===== config.mk =====
export PLATFORM = sky130hd
export DESIGN_NAME = mem_arbiter
export DESIGN_NICKNAME = d
export VERILOG_FILES = /design/src/rtl/mem_arbiter.sv
export SDC_FILE = /design/constraint.sdc
export NUM_CORES = 1
export LEC_CHECK = 0
export CORE_ASPECT_RATIO = 0.9
export CORE_MARGIN = 2
export CORE_UTILIZATION = 43
export DETAILED_ROUTE_END_ITERATION = 6
export PLACE_DENSITY_LB_ADDON = 0.3
export SLEW_MARGIN = 20
export SYNTH_ARGS = -nofsm -noshare
export SYNTH_HDL_FRONTEND = slang
export SYNTH_SLANG_ARGS = --single-unit

===== constraint.sdc =====
create_clock -name clk -period 4.57 [get_ports clk]
set_input_delay 1.371 -clock clk [delete_from_list [all_inputs] [get_ports clk]]
set_output_delay 1.371 -clock clk [all_outputs]
set_load 0.05 [all_outputs]

===== src/rtl/mem_arbiter.sv =====
// CPU/DMA arbiter for one single-port memory: CPU has priority, DMA is forced through after STARVE_LIMIT CPU grants.
// Grant-to-done is 2 cycles with a zero-wait ack, at least 3 cycles per access; requesters stall (hold fields) until their done pulse.
module mem_arbiter #(
   parameter int STARVE_LIMIT = 4,
   parameter int AW           = 32
) (
   input  logic          clk,
   input  logic          reset,
   input  logic          cpu_req,
   input  logic          cpu_we,
   input  logic [AW-1:0] cpu_adr,
   input  logic [31:0]   cpu_wd,
   output logic [31:0]   cpu_rd,
   output logic          cpu_done,
   output logic          cpu_stall,
   input  logic          dma_req,
   input  logic          dma_we,
   input  logic [AW-1:0] dma_adr,
   input  logic [31:0]   dma_wd,
   output logic [31:0]   dma_rd,
   output logic          dma_done,
   output logic          mem_req,
   output logic          mem_we,
   output logic [AW-1:0] mem_adr,
   output logic [31:0]   mem_wd,
   input  logic [31:0]   mem_rd,
   input  logic          mem_ack
);

   typedef enum logic [2:0] {IDLE, CPU_BUSY, DMA_BUSY, CPU_RESP, DMA_RESP} state_t;

   localparam logic [2:0] LIMIT = 3'(STARVE_LIMIT);

   state_t     state, state_nxt;
   logic [2:0] starve_cnt;
   logic       dma_win;

   // DMA only overrides a requesting CPU once it has been passed over LIMIT times
   always_comb begin
      dma_win = dma_req & (~cpu_req | (starve_cnt >= LIMIT));
   end

   always_comb begin
      state_nxt = state;
      case (state)
         IDLE: begin
            if (dma_win)      state_nxt = DMA_BUSY;
            else if (cpu_req) state_nxt = CPU_BUSY;
         end
         CPU_BUSY: if (mem_ack) state_nxt = CPU_RESP;
         DMA_BUSY: if (mem_ack) state_nxt = DMA_RESP;
         CPU_RESP: state_nxt = IDLE;
         DMA_RESP: state_nxt = IDLE;
         default:  state_nxt = IDLE;
      endcase
   end

   always_ff @(posedge clk or negedge reset) begin
      if (!reset) state <= IDLE;
      else        state <= state_nxt;
   end

   always_ff @(posedge clk or negedge reset) begin
      if (!reset) begin
         mem_req    <= 1'b0;
         mem_we     <= 1'b0;
         mem_adr    <= '0;
         mem_wd     <= '0;
         cpu_rd     <= '0;
         dma_rd     <= '0;
         starve_cnt <= '0;
      end else begin
         case (state)
            IDLE: begin
               if (dma_win) begin
                  mem_req    <= 1'b1;
                  mem_we     <= dma_we;
                  mem_adr    <= dma_adr;
                  mem_wd     <= dma_wd;
                  starve_cnt <= '0;
               end else if (cpu_req) begin
                  mem_req <= 1'b1;
                  mem_we  <= cpu_we;
                  mem_adr <= cpu_adr;
                  mem_wd  <= cpu_wd;
                  if (!dma_req)                starve_cnt <= '0;
                  else if (starve_cnt < LIMIT) starve_cnt <= starve_cnt + 3'd1;
               end
            end
            CPU_BUSY: begin
               if (mem_ack) begin
                  mem_req <= 1'b0;
                  mem_we  <= 1'b0;
                  cpu_rd  <= mem_rd;
               end
            end
            DMA_BUSY: begin
               if (mem_ack) begin
                  mem_req <= 1'b0;
                  mem_we  <= 1'b0;
                  dma_rd  <= mem_rd;
               end
            end
            default: ;
         endcase
      end
   end

   assign cpu_done  = (state == CPU_RESP);
   assign dma_done  = (state == DMA_RESP);
   assign cpu_stall = cpu_req & ~cpu_done;

endmodule

# After elaboration in Yosys (flattened, before gate mapping)
# Index checks and enable logic that the tools add are counted.
# W data, S select, Z words.
# totals
inputBits	167
output_inout_bits	133
ff_bits	136
wordCells	55
# op_classes
muxes	20
n_eq_ne	9
reduce_logical	10
add_sub_neg	1
magnitude_cmp	2
bitwise_logic	5
# op_table
operator	count
$mux W32	4
$mux W3	8
$pmux W3 S3	1
$reduce_and A3 Y1	3
$eq A3 B2 Y1 const B	2
$reduce_and A2 Y1	3
$mux W1	5
$ne A2 B2 Y1 const B	2
$pmux W1 S2	2
$reduce_bool A2 Y1	2
$add A3 B1 Y3 const B	1
$eq A3 B1 Y1 const B	1
$eq A3 B3 Y1 const B	1
$ge A3 B3 Y1 const B	1
$logic_not A3 Y1	1
$lt A3 B3 Y1 const B	1
$ne A3 B1 Y1 const B	1
$ne A3 B3 Y1 const B	1
$and A1 B1 Y1	2
$ne A2 B1 Y1 const B	1
$not A1 Y1	2
$reduce_or A2 Y1	1
$or A1 B1 Y1	1

# Longest topological paths before layout
# Gate-level depths: netlist (run 1).
# logic_depth
word_depth	5
depth_mapped	7
depth_no_buf	4

# Worst setup path after synthesis (run 1)
# No wires, ideal clock.
# synth_timing
kind	input to output
from	in cpu_req
to	out cpu_stall
t_required_ns	3.199
n_path_buf	0
cell_stages	2
setup_slack_ns	1.136
arrival_ns	2.063
path_cell_list	inv_2 -> nor2_1
# synth_between
elab_chain_len	1
# synth_rtl
item	line	text
start: declaration	9	input logic cpu_req,
$and A1 B1 Y1	111	assign cpu_stall = cpu_req & ~cpu_done;
end: declaration	15	output logic cpu_stall,
# No other way between the ends.

# Final worst setup path (run 1)
# Ends and elaborated chain as after synthesis.

==> results of run 1 <==
-- per-stage QoR --
| step | hold WS [ns] | util, % |
|---|---|---|
| after floorplan | 0.477 | - |
| after global placement | 0.466 | 67.2 |
| after detailed placement | 0.474 | 67.2 |
| after CTS | 0.486 | 71.8 |
| after global routing | 0.500 | 71.8 |
| final | 0.478 | 71.8 |
-- power by group through the flow --
stage               registers [W]  clock network (W)  logic [W]
CTS                       0.00215            0.00143    0.00463
finish                    0.00215            0.00140    0.00458
floorplan                 0.00411                  0    0.00106
global route              0.00222            0.00149    0.00479
global placement          0.00212                  0    0.00454
detailed placement        0.00216                  0    0.00461
-- layout by cell type, fill, tap and decap left out, types with 2 or more instances in the layout --
cell type / Yosys / routed
a21oi_1: 2 / 2
a22o_1: 2 / 2
buf_12: 7 / 3
buf_4: 7 / 9
bufinv_16: 0 / 3
clkbuf_1: 6 / 3
clkbuf_16: 0 / 17
clkbuf_8: 0 / 4
clkdlybuf4s50_1: 0 / 297
clkinv_2: 0 / 4
dfrtp_1: 136 / 136
inv_1: 2 / 2
mux2_1: 35 / 35
mux2_4: 29 / 29
mux2i_1: 65 / 65
nand2_1: 66 / 66
nor2_1: 3 / 3
o21ai_1: 65 / 65
o21ai_4: 1 / 2
-- sequential cells by signal (all words and copies together) (netlist names) --
name	count
cpu_rd	32
dma_rd	32
mem_adr	32
mem_req	1
mem_wd	32
mem_we	1
starve_cnt	3
state	3
-- final timing paths --
check                                 from          to  cells past startpoint
worst max-delay path               cpu_req   cpu_stall                      4
worst min-delay path            mem_adr[0]  mem_adr[0]                      2
worst max register to register    state[0]   dma_rd[2]                      3
worst min register to register  mem_adr[0]  mem_adr[0]                      2
max in group asynchronous            reset  cpu_rd[18]                      2
min in group asynchronous            reset   dma_rd[4]                      1
-- worst reg2reg max path, stage by stage, from the launching register on --
cell	delay, ns
dfrtp_1	0.48
nor4bb_4	0.32
buf_4	0.56
mux2_1	0.39
-- layer usage --
metal,global-route usage (%),vias to the layer above,part of all wire [%]
met5,0,-,0
met4,9.38,0,2.7
met3,6.60,30,6.6
met2,37.7,181,52
met1,25.1,2205,39
li1,-,2175,-
-- layout make-up --
cell class	count	area [um^2]	area share, %
inverters	3	11.3	0.117
clock inverters	8	118	1.22
repair buffers	310	3110	32.3
flip-flops and latches	136	3400	35.4
clock buffers	24	492	5.11
multi-input cells	284	2280	23.7
well taps	168	210	2.18
-- kinds of logic after synthesis --
| group | Yosys count | share of synthesized area, % |
|---|---|---|
| flip-flops | 136 | 57.2 |
| multiplexers | 130 | 25.1 |
| AND/OR/NAND/NOR | 78 | 5.58 |
| AO/OA/AOI/OAI | 75 | 6.97 |
| buffers and inverters | 33 | 4.92 |
| adder cells (fa/ha/maj) | 1 | 0.210 |
==> summary.md, run 1 <==
| Metric | Value |
|---|---|
| TritonCTS Buffers | `17` |
| Place WS | `0.824 ns` |
| Number of post-CTS setup repair buffers | `0` |
| Net Sw Frac | `46.5%` |
| RSZ-0062 raised after global routing | `false` |
| Cell Area, Synth | `0.00595 mm^2` |
| Register bit total from synthesis | `136` |
| Most frequent cell after synthesis | `dfrtp_1` |
| YS warnings | `0` |
| Antenna Cells | `0` |
| CTS max path bufs | `2` |
| Design Power | `0.00814 W` |
| Sequential share of power | `26.4%` |
| Post-route cell area | `0.00962 mm^2` |
| Total Nets Final | `920` |
| Max Cap Viol | `0` |
| CP Capture Type | `output pin` |
| Leakage | `4.38 nW` |
| Synth async-reset ratio | `100%` |
| Fraction of layout cells with a size suffix above 1 | `10.3%` |
| Final non-filler cell total | `933` |
| DR iter-0 viols | `244` |
| Core area | `0.0134 mm^2` |
| Initial antenna violation count | `0` |
| GRT overflow | `0` |
| Vias/cell | `4.92` |
| Total Wirelength | `15900 um` |
| Result of the run | `finished, final reports clean` |
| FP Rows | `40` |
| Final Hold Fails | `0` |
| DP Cell Count | `901` |
| Pwr Density | `845 mW/mm^2` |
| Worst min-delay path class | `reg -> reg` |
| Critical path's slowest cell | `clkdlybuf4s50_1` |
| CP Max Fanout | `5` |
| F_max | `0.267 GHz` |
| Power share of the combinational group | `56.3%` |
| First drt pass iteration count | `4` |
| Clock Latency Late Sink | `0.41 ns` |
| Fillers | `931` |
| Die ar. | `0.0148 mm^2` |
| Syn_nets | `621` |
| All-Layer GR Usage | `21.7%` |
| CP cell instances | `clkdlybuf4s50_1 -> inv_2 -> nor2_1 -> buf_4` |
| Netlist cell types | `33` |
| CTS clk-pin slew, worst paths | `0.05 ns` |
| Synth top area share | `57.2%` |
| Area contributors post-synth | `dfrtp_1 (57%), mux2i_1 (11%), mux2_4 (7.3%)` |
| ANT nets after route | `0` |
| Clock Skew | `0.00876 ns` |
| Crit path DAT | `2.37 ns` |
| Register area share after synthesis | `57.2%` |
| Detailed-placement wirelength estimate | `11800 um` |
| IO buf count | `299` |
| Clk pwr share | `17.3%` |
| Crit path largest cell delay | `0.60 ns` |
| Vias | `4591` |
| Dpl cell area | `0.00901 mm^2` |
| Startpoint Class | `input port` |
| DRC | `0` |
| Cell internal pwr | `0.00435 W` |
| Wire per inst | `17.0 um` |
| Peak supply drop | `0.000433 V` |
| Final worst-path cycle share | `81.9%` |
| Crit path kind | `in -> out` |
| Number of enable flip-flop cells after synthesis | `0` |
| Endpoints failing setup | `0` |
| Area growth, synth to finish | `61.9%` |
| Cell taking the most area after synthesis | `dfrtp_1` |
| Switch Pwr | `0.00378 W` |
| Setup Total Neg Slack | `0 ns` |
| Final Critical Period | `3.74 ns` |
| Worst Path Buf+Inv | `3` |
| Vias in the first global route | `4729` |
| Crit path max-delay family | `buffers and inverters` |
| Cts repair resizes | `0` |
| Io pins | `300` |
| Initial Util | `44.3%` |
| Critical path required time | `3.20 ns` |
| # hold bufs at CTS | `0` |
| Clock root cell | `clkbuf_16` |
| Commonest cells post-synth | `dfrtp_1 (136), nand2_1 (66), mux2i_1 (65), o21ai_1 (65), mux2_1 (35)` |
| Least-Margin Pin Slew | `0.770 ns` |
| Clock sinks | `136` |
| CTS tree | `built` |
| Pin count of the biggest net entering global routing | `110` |
| Rel. slew slack | `48.4%` |
| Mean Syn Cell Area | `13.1 um^2` |
| Most used DFF post-synth | `dfrtp_1` |
| PnR worst setup slack | `0.825 ns` |
| Die Width | `128 um` |
| First-pass GRT wire length | `24700 um` |
| Number of max-slew violations in the final report | `0` |
| Synth Instances | `453` |
| Reg2Reg Setup Slack | `2.69 ns` |
| GPL Wtd Cong | `0.763` |
| H-tree levels | `4` |
| Chip height | `116 um` |
No activity file was read; power rests on OpenSTA's default activity.
==> inputs of run 2 (changes only) <==
--- a/config.mk
+++ b/config.mk
@@ -7,7 +7,7 @@
 export LEC_CHECK = 0
 export CORE_ASPECT_RATIO = 0.9
 export CORE_MARGIN = 2
-export CORE_UTILIZATION = 43
+export CORE_UTILIZATION = 36
 export DETAILED_ROUTE_END_ITERATION = 6
 export PLACE_DENSITY_LB_ADDON = 0.3
 export SLEW_MARGIN = 20
==> constraint.sdc (replaced) <==
create_clock -name clk -period 3.35 [get_ports clk]
set_input_delay 1.005 -clock clk [delete_from_list [all_inputs] [get_ports clk]]
set_output_delay 1.005 -clock clk [all_outputs]
set_load 0.05 [all_outputs]
==> summary.md, run 2 (synthesis gave the netlist of run 1 again) <==
| Metric | Value |
|---|---|
| Result of the run | `finished, final reports clean` |
| DR iter-0 viols | `134 (-45%)` |
| H-tree levels | `4 (unchanged)` |
| Clk pwr share | `17.3% (about the same)` |
| First-pass GRT wire length | `25800 um (+4.6%)` |
| Cell internal pwr | `0.00591 W (+36%)` |
| All-Layer GR Usage | `18.7% (-3.0 points)` |
| Final Critical Period | `3.08 ns` |
| Final worst-path cycle share | `91.8%` |
| CTS max path bufs | `2 (unchanged)` |
| Crit path largest cell delay | `0.85 ns (+0.25 ns)` |
| Total Nets Final | `924 (+0.43%)` |
| Worst min-delay path class | `reg -> reg` |
| Clock sinks | `136 (unchanged)` |
| Die Width | `139 um (+9.0%)` |
| CP cell instances | `and3b_1 -> clkdlybuf4s50_1` |
| Leakage | `4.40 nW (+0.57%)` |
| ANT nets after route | `0 (unchanged)` |
| Sequential share of power | `26.4% (about the same)` |
| F_max | `0.325 GHz` |
| Most frequent cells in the layout | `clkdlybuf4s50_1 (297), dfrtp_1 (136), nand2_1 (66), mux2i_1 (65), o21ai_1 (65)` |
| Number of post-CTS setup repair buffers | `0 (unchanged)` |
| Max Cap Viol | `0 (unchanged)` |
| Wire per inst | `16.4 um (-3.8%)` |
| # hold bufs at CTS | `0 (unchanged)` |
| Clock root cell | `clkbuf_16` |
| Peak supply drop | `0.000778 V (+80%)` |
| GPL Wtd Cong | `0.762 (about the same)` |
| Pin count of the biggest net entering global routing | `134 (+22%)` |
| Chip height | `126 um (+9.0%)` |
| Power share of the combinational group | `56.3% (about the same)` |
| Crit path kind | `reg -> out` |
| Pwr Density | `1140 mW/mm^2 (+35%)` |
| Initial Util | `36.9% (-7.5 points)` |
| Vias | `4645 (+1.2%)` |
| Clock Skew | `0.00620 ns (-0.00256 ns)` |
| Number of max-slew violations in the final report | `0 (unchanged)` |
| Setup Total Neg Slack | `0 ns (unchanged)` |
| Die ar. | `0.0176 mm^2 (+19%)` |
| Detailed-placement wirelength estimate | `12000 um (+1.6%)` |
| Hold path start | `mem_wd[8]` |
| Crit path DAT | `2.07 ns (-0.30 ns)` |
| Area growth, synth to finish | `63.8%` |
| CP Max Fanout | `8 (+3)` |
| Crit path from | `state[2]` |
| Endpoints failing setup | `0 (unchanged)` |
| Cts repair resizes | `0 (unchanged)` |
| Switch Pwr | `0.00519 W (+37%)` |
| Vias/cell | `4.76 (-3.3%)` |
| Startpoint Class | `flop` |
| Antenna Cells | `0 (unchanged)` |
| First drt pass iteration count | `4 (unchanged)` |
| Io pins | `300 (unchanged)` |
| Final Hold Fails | `0 (unchanged)` |
| FP Rows | `44 (+10%)` |
| Critical path required time | `2.34 ns (-0.86 ns)` |
| RSZ-0062 raised after global routing | `false` |
| Most common cell after layout, fill and taps aside | `clkdlybuf4s50_1` |
| Clock Latency Late Sink | `0.41 ns (about the same)` |
| TritonCTS Buffers | `17 (unchanged)` |
| Total Wirelength | `16000 um (+0.62%)` |
| CTS clk-pin slew, worst paths | `0.06 ns (about the same)` |
| DRC | `0 (unchanged)` |
| Initial antenna violation count | `0 (unchanged)` |
| Net Sw Frac | `46.8% (+0.28 points)` |
| RR Startpoint | `state[0]` |
| Fraction of layout cells with a size suffix above 1 | `11.1% (+0.73 points)` |
| Hold_ws | `0.483 ns (+0.00534 ns)` |
| Rel. slew slack | `57.0% (+8.6 points)` |
| GRT overflow | `0 (unchanged)` |
| Critical path's slowest cell | `clkdlybuf4s50_1` |
| IO buf count | `299 (unchanged)` |
| Core area | `0.0161 mm^2 (+20%)` |
| Least-Margin Pin Slew | `0.642 ns (-0.129 ns)` |
| CP Capture Type | `output pin` |
| Vias in the first global route | `4898 (+3.6%)` |
| CTS tree | `built` |
## run 2: critical path: cells and delay by family, from the launching register on
family,cells,cell delay [ns]
flip-flops,1,0.50
buffers and inverters,1,0.85
AND/OR/NAND/NOR,1,0.31
## run 2: per-stage QoR
step           instances  power [W]  cell area [um^2]  util, %  setup WS [ns]
5_1_grt              976     0.0116              9740     60.4          0.182
6_report             976     0.0111              9740     60.4          0.273
3_3_place_gp         944    0.00914              9130     56.6          0.278
2_1_floorplan        453    0.00705              5950        -          0.648
3_5_place_dp         944    0.00925              9130     56.6          0.277
4_1_cts              976     0.0112              9740     60.4          0.235
## run 2: final timing paths
check	end	slack, ns	cells after the start
max reg2reg	cpu_rd[16]	1.58	4
max in group asynchronous	dma_rd[1]	2.07	2
max	cpu_done	0.27	2
min	mem_wd[8]	0.48	2
min reg2reg	mem_wd[8]	0.48	2
min in group asynchronous	cpu_rd[2]	0.54	1
## run 2: power by group through the flow
stage | Sequential, W | Clock [W] | Combinational [W]
6_report | 0.00293 | 0.00192 | 0.00626
5_1_grt | 0.00305 | 0.00204 | 0.00654
4_1_cts | 0.00294 | 0.00196 | 0.00632
3_5_place_dp | 0.00295 | 0 | 0.00631
3_3_place_gp | 0.00289 | 0 | 0.00624
2_1_floorplan | 0.00560 | 0 | 0.00144
## run 2: cell type report
class                           count  area, um^2
Tap cell                          207         259
Clock inverter                     13         168
Inverter                            3        11.3
Clock buffer                       19         443
Fill cell                        1269        6390
Timing Repair Buffer              314        3180
Multi-Input combinational cell    284        2280
Sequential cell                   136        3400
## run 2: routing by layer
layer  vias to the layer above  track usage [%]  part of all wire (%)
li1                       2193                -                     -
met1                      2241             21.6                    39
met2                       191             32.2                    50
met3                        20             7.00                   9.0
met4                         0             6.06                   1.7
met5                         -                0                     0
==> inputs of run 3 (changes only) <==
--- a/config.mk
+++ b/config.mk
@@ -7,7 +7,7 @@
 export LEC_CHECK = 0
 export CORE_ASPECT_RATIO = 0.9
 export CORE_MARGIN = 2
-export CORE_UTILIZATION = 36
+export CORE_UTILIZATION = 40
 export DETAILED_ROUTE_END_ITERATION = 6
 export PLACE_DENSITY_LB_ADDON = 0.3
 export SLEW_MARGIN = 20
==> constraint.sdc (replaced) <==
create_clock -name clk -period 3.29 [get_ports clk]
set_input_delay 0.987 -clock clk [delete_from_list [all_inputs] [get_ports clk]]
set_output_delay 0.987 -clock clk [all_outputs]
set_load 0.05 [all_outputs]
==> summary.md, run 3 (synthesis gave the netlist of run 1 again) <==
| Metric | Value |
|---|---|
| Clock Latency Late Sink | `0.41 ns (about the same)` |
| GRT overflow | `0 (unchanged)` |
| GPL Wtd Cong | `0.744 (-2.4%)` |
| Vias in the first global route | `5018 (+2.4%)` |
| FP Rows | `42 (-4.5%)` |
| Chip height | `120 um (-5.0%)` |
| Total Nets Final | `930 (+0.65%)` |
| Pwr Density | `1170 mW/mm^2 (+2.9%)` |
| Die Width | `133 um (-5.0%)` |
| Clock Skew | `0.00819 ns (+0.00199 ns)` |
| DR iter-0 viols | `144 (+7.5%)` |
| Critical path required time | `2.30 ns (-0.04 ns)` |
| Result of the run | `finished, final reports clean` |
| Most frequent cells in the layout | `clkdlybuf4s50_1 (297), dfrtp_1 (136), nand2_1 (66), mux2i_1 (65), o21ai_1 (65)` |
| Crit path kind | `reg -> out` |
| Area growth, synth to finish | `64.8%` |
| First drt pass iteration count | `4 (unchanged)` |
| Total Wirelength | `16300 um (+2.1%)` |
| TritonCTS Buffers | `17 (unchanged)` |
| # hold bufs at CTS | `0 (unchanged)` |
| Pin count of the biggest net entering global routing | `49 (-63%)` |
| Number of max-slew violations in the final report | `0 (unchanged)` |
| CP Max Fanout | `9 (+1)` |
| Antenna Cells | `0 (unchanged)` |
| Number of post-CTS setup repair buffers | `0 (unchanged)` |
| Wire per inst | `16.8 um (+2.5%)` |
| Hold_ws | `0.461 ns (-0.0225 ns)` |
| Clock root cell | `clkbuf_16` |
| Final worst-path cycle share | `94.3%` |
| Cts repair resizes | `0 (unchanged)` |
| Setup Total Neg Slack | `0 ns (unchanged)` |
| Initial antenna violation count | `0 (unchanged)` |
| Io pins | `300 (unchanged)` |
| Crit path DAT | `2.12 ns (+0.05 ns)` |
| IO buf count | `299 (unchanged)` |
| Place WS | `0.395 ns (+0.118 ns)` |
| CP Capture Type | `output pin` |
| Endpoints failing setup | `0 (unchanged)` |
| H-tree levels | `4 (unchanged)` |
| Initial Util | `40.7% (+3.8 points)` |
| Die ar. | `0.0159 mm^2 (-9.7%)` |
| Final Hold Fails | `0 (unchanged)` |
| Most common cell after layout, fill and taps aside | `clkdlybuf4s50_1` |
| Final Critical Period | `3.10 ns` |
| Fraction of layout cells with a size suffix above 1 | `11.8% (+0.70 points)` |
| F_max | `0.322 GHz` |
| Leakage | `4.43 nW (+0.68%)` |
| Vias | `4692 (+1.0%)` |
| CTS clk-pin slew, worst paths | `0.06 ns (about the same)` |
| Max Cap Viol | `0 (unchanged)` |
| Peak supply drop | `0.000629 V (-19%)` |
| DRC | `0 (unchanged)` |
| Detailed-placement wirelength estimate | `12500 um (+4.3%)` |
| Startpoint Class | `flop` |
| ANT nets after route | `0 (unchanged)` |
| Vias/cell | `4.83 (+1.4%)` |
| First-pass GRT wire length | `26300 um (+1.9%)` |
| CTS tree | `built` |
| Core area | `0.0146 mm^2 (-9.4%)` |
| Rel. slew slack | `59.5% (+2.5 points)` |
| PnR worst setup slack | `0.188 ns (-0.0853 ns)` |
| Worst min-delay path class | `in -> async` |
| Clock sinks | `136 (unchanged)` |
| All-Layer GR Usage | `21.4% (+2.7 points)` |
| CTS max path bufs | `2 (unchanged)` |
| Least-Margin Pin Slew | `0.605 ns (-0.0367 ns)` |
| RSZ-0062 raised after global routing | `false` |
[run 3: critical path, stage by stage (launching register included)]
cell and delay, ns:
dfrtp_1 0.55, and3b_1 0.30, clkdlybuf4s50_1 0.85
[run 3: path summary, 6_finish.rpt]
| kind | start | end | slack (ns) | depth (start not counted) |
|---|---|---|---|---|
| setup / recovery | state[0] | cpu_done | 0.19 | 2 |
| hold / removal | reset | mem_adr[23] | 0.46 | 1 |
| setup reg to reg | state[0] | dma_rd[2] | 1.60 | 3 |
| hold reg to reg | mem_wd[9] | mem_wd[9] | 0.48 | 2 |
| max in group asynchronous | reset | dma_rd[2] | 2.10 | 2 |
| min in group clk | mem_wd[9] | mem_wd[9] | 0.48 | 2 |
[run 3: stage by stage]
| stage | cells | area (um^2) | util, % | power, W |
|---|---|---|---|---|
| floorplan | 453 | 5950 | - | 0.00718 |
| global placement | 941 | 9170 | 62.7 | 0.00936 |
| finish | 972 | 9800 | 67.1 | 0.0115 |
| CTS | 972 | 9800 | 67.1 | 0.0116 |
| global route | 972 | 9800 | 67.1 | 0.0120 |
| detailed placement | 941 | 9170 | 62.7 | 0.00952 |
[run 3: area by class of cell]
class / count / area, um^2
Fill cell: 1102 / 4810
Tap cell: 198 / 248
Inverter: 3 / 11.3
Multi-Input combinational cell: 284 / 2280
Sequential cell: 136 / 3400
Clock inverter: 13 / 191
Timing Repair Buffer: 320 / 3220
Clock buffer: 18 / 439
[run 3: layer usage]
layer	vias to the layer above	part of all wire, %	track usage (%)	wire, um
li1	2202	-	-	-
met1	2273	39	24.0	6380
met2	193	51	37.4	8290
met3	24	7.8	7.48	1270
met4	0	2.1	8.20	344
met5	-	0	0	0
[run 3: power by group]
part / total, W / switching, W / leakage (nW) / internal (W)
Sequential: 0.00299 / 0.000485 / 1.65 / 0.00251
Clock: 0.00202 / 0.000731 / 0.300 / 0.00129
Combinational: 0.00647 / 0.00412 / 2.48 / 0.00235
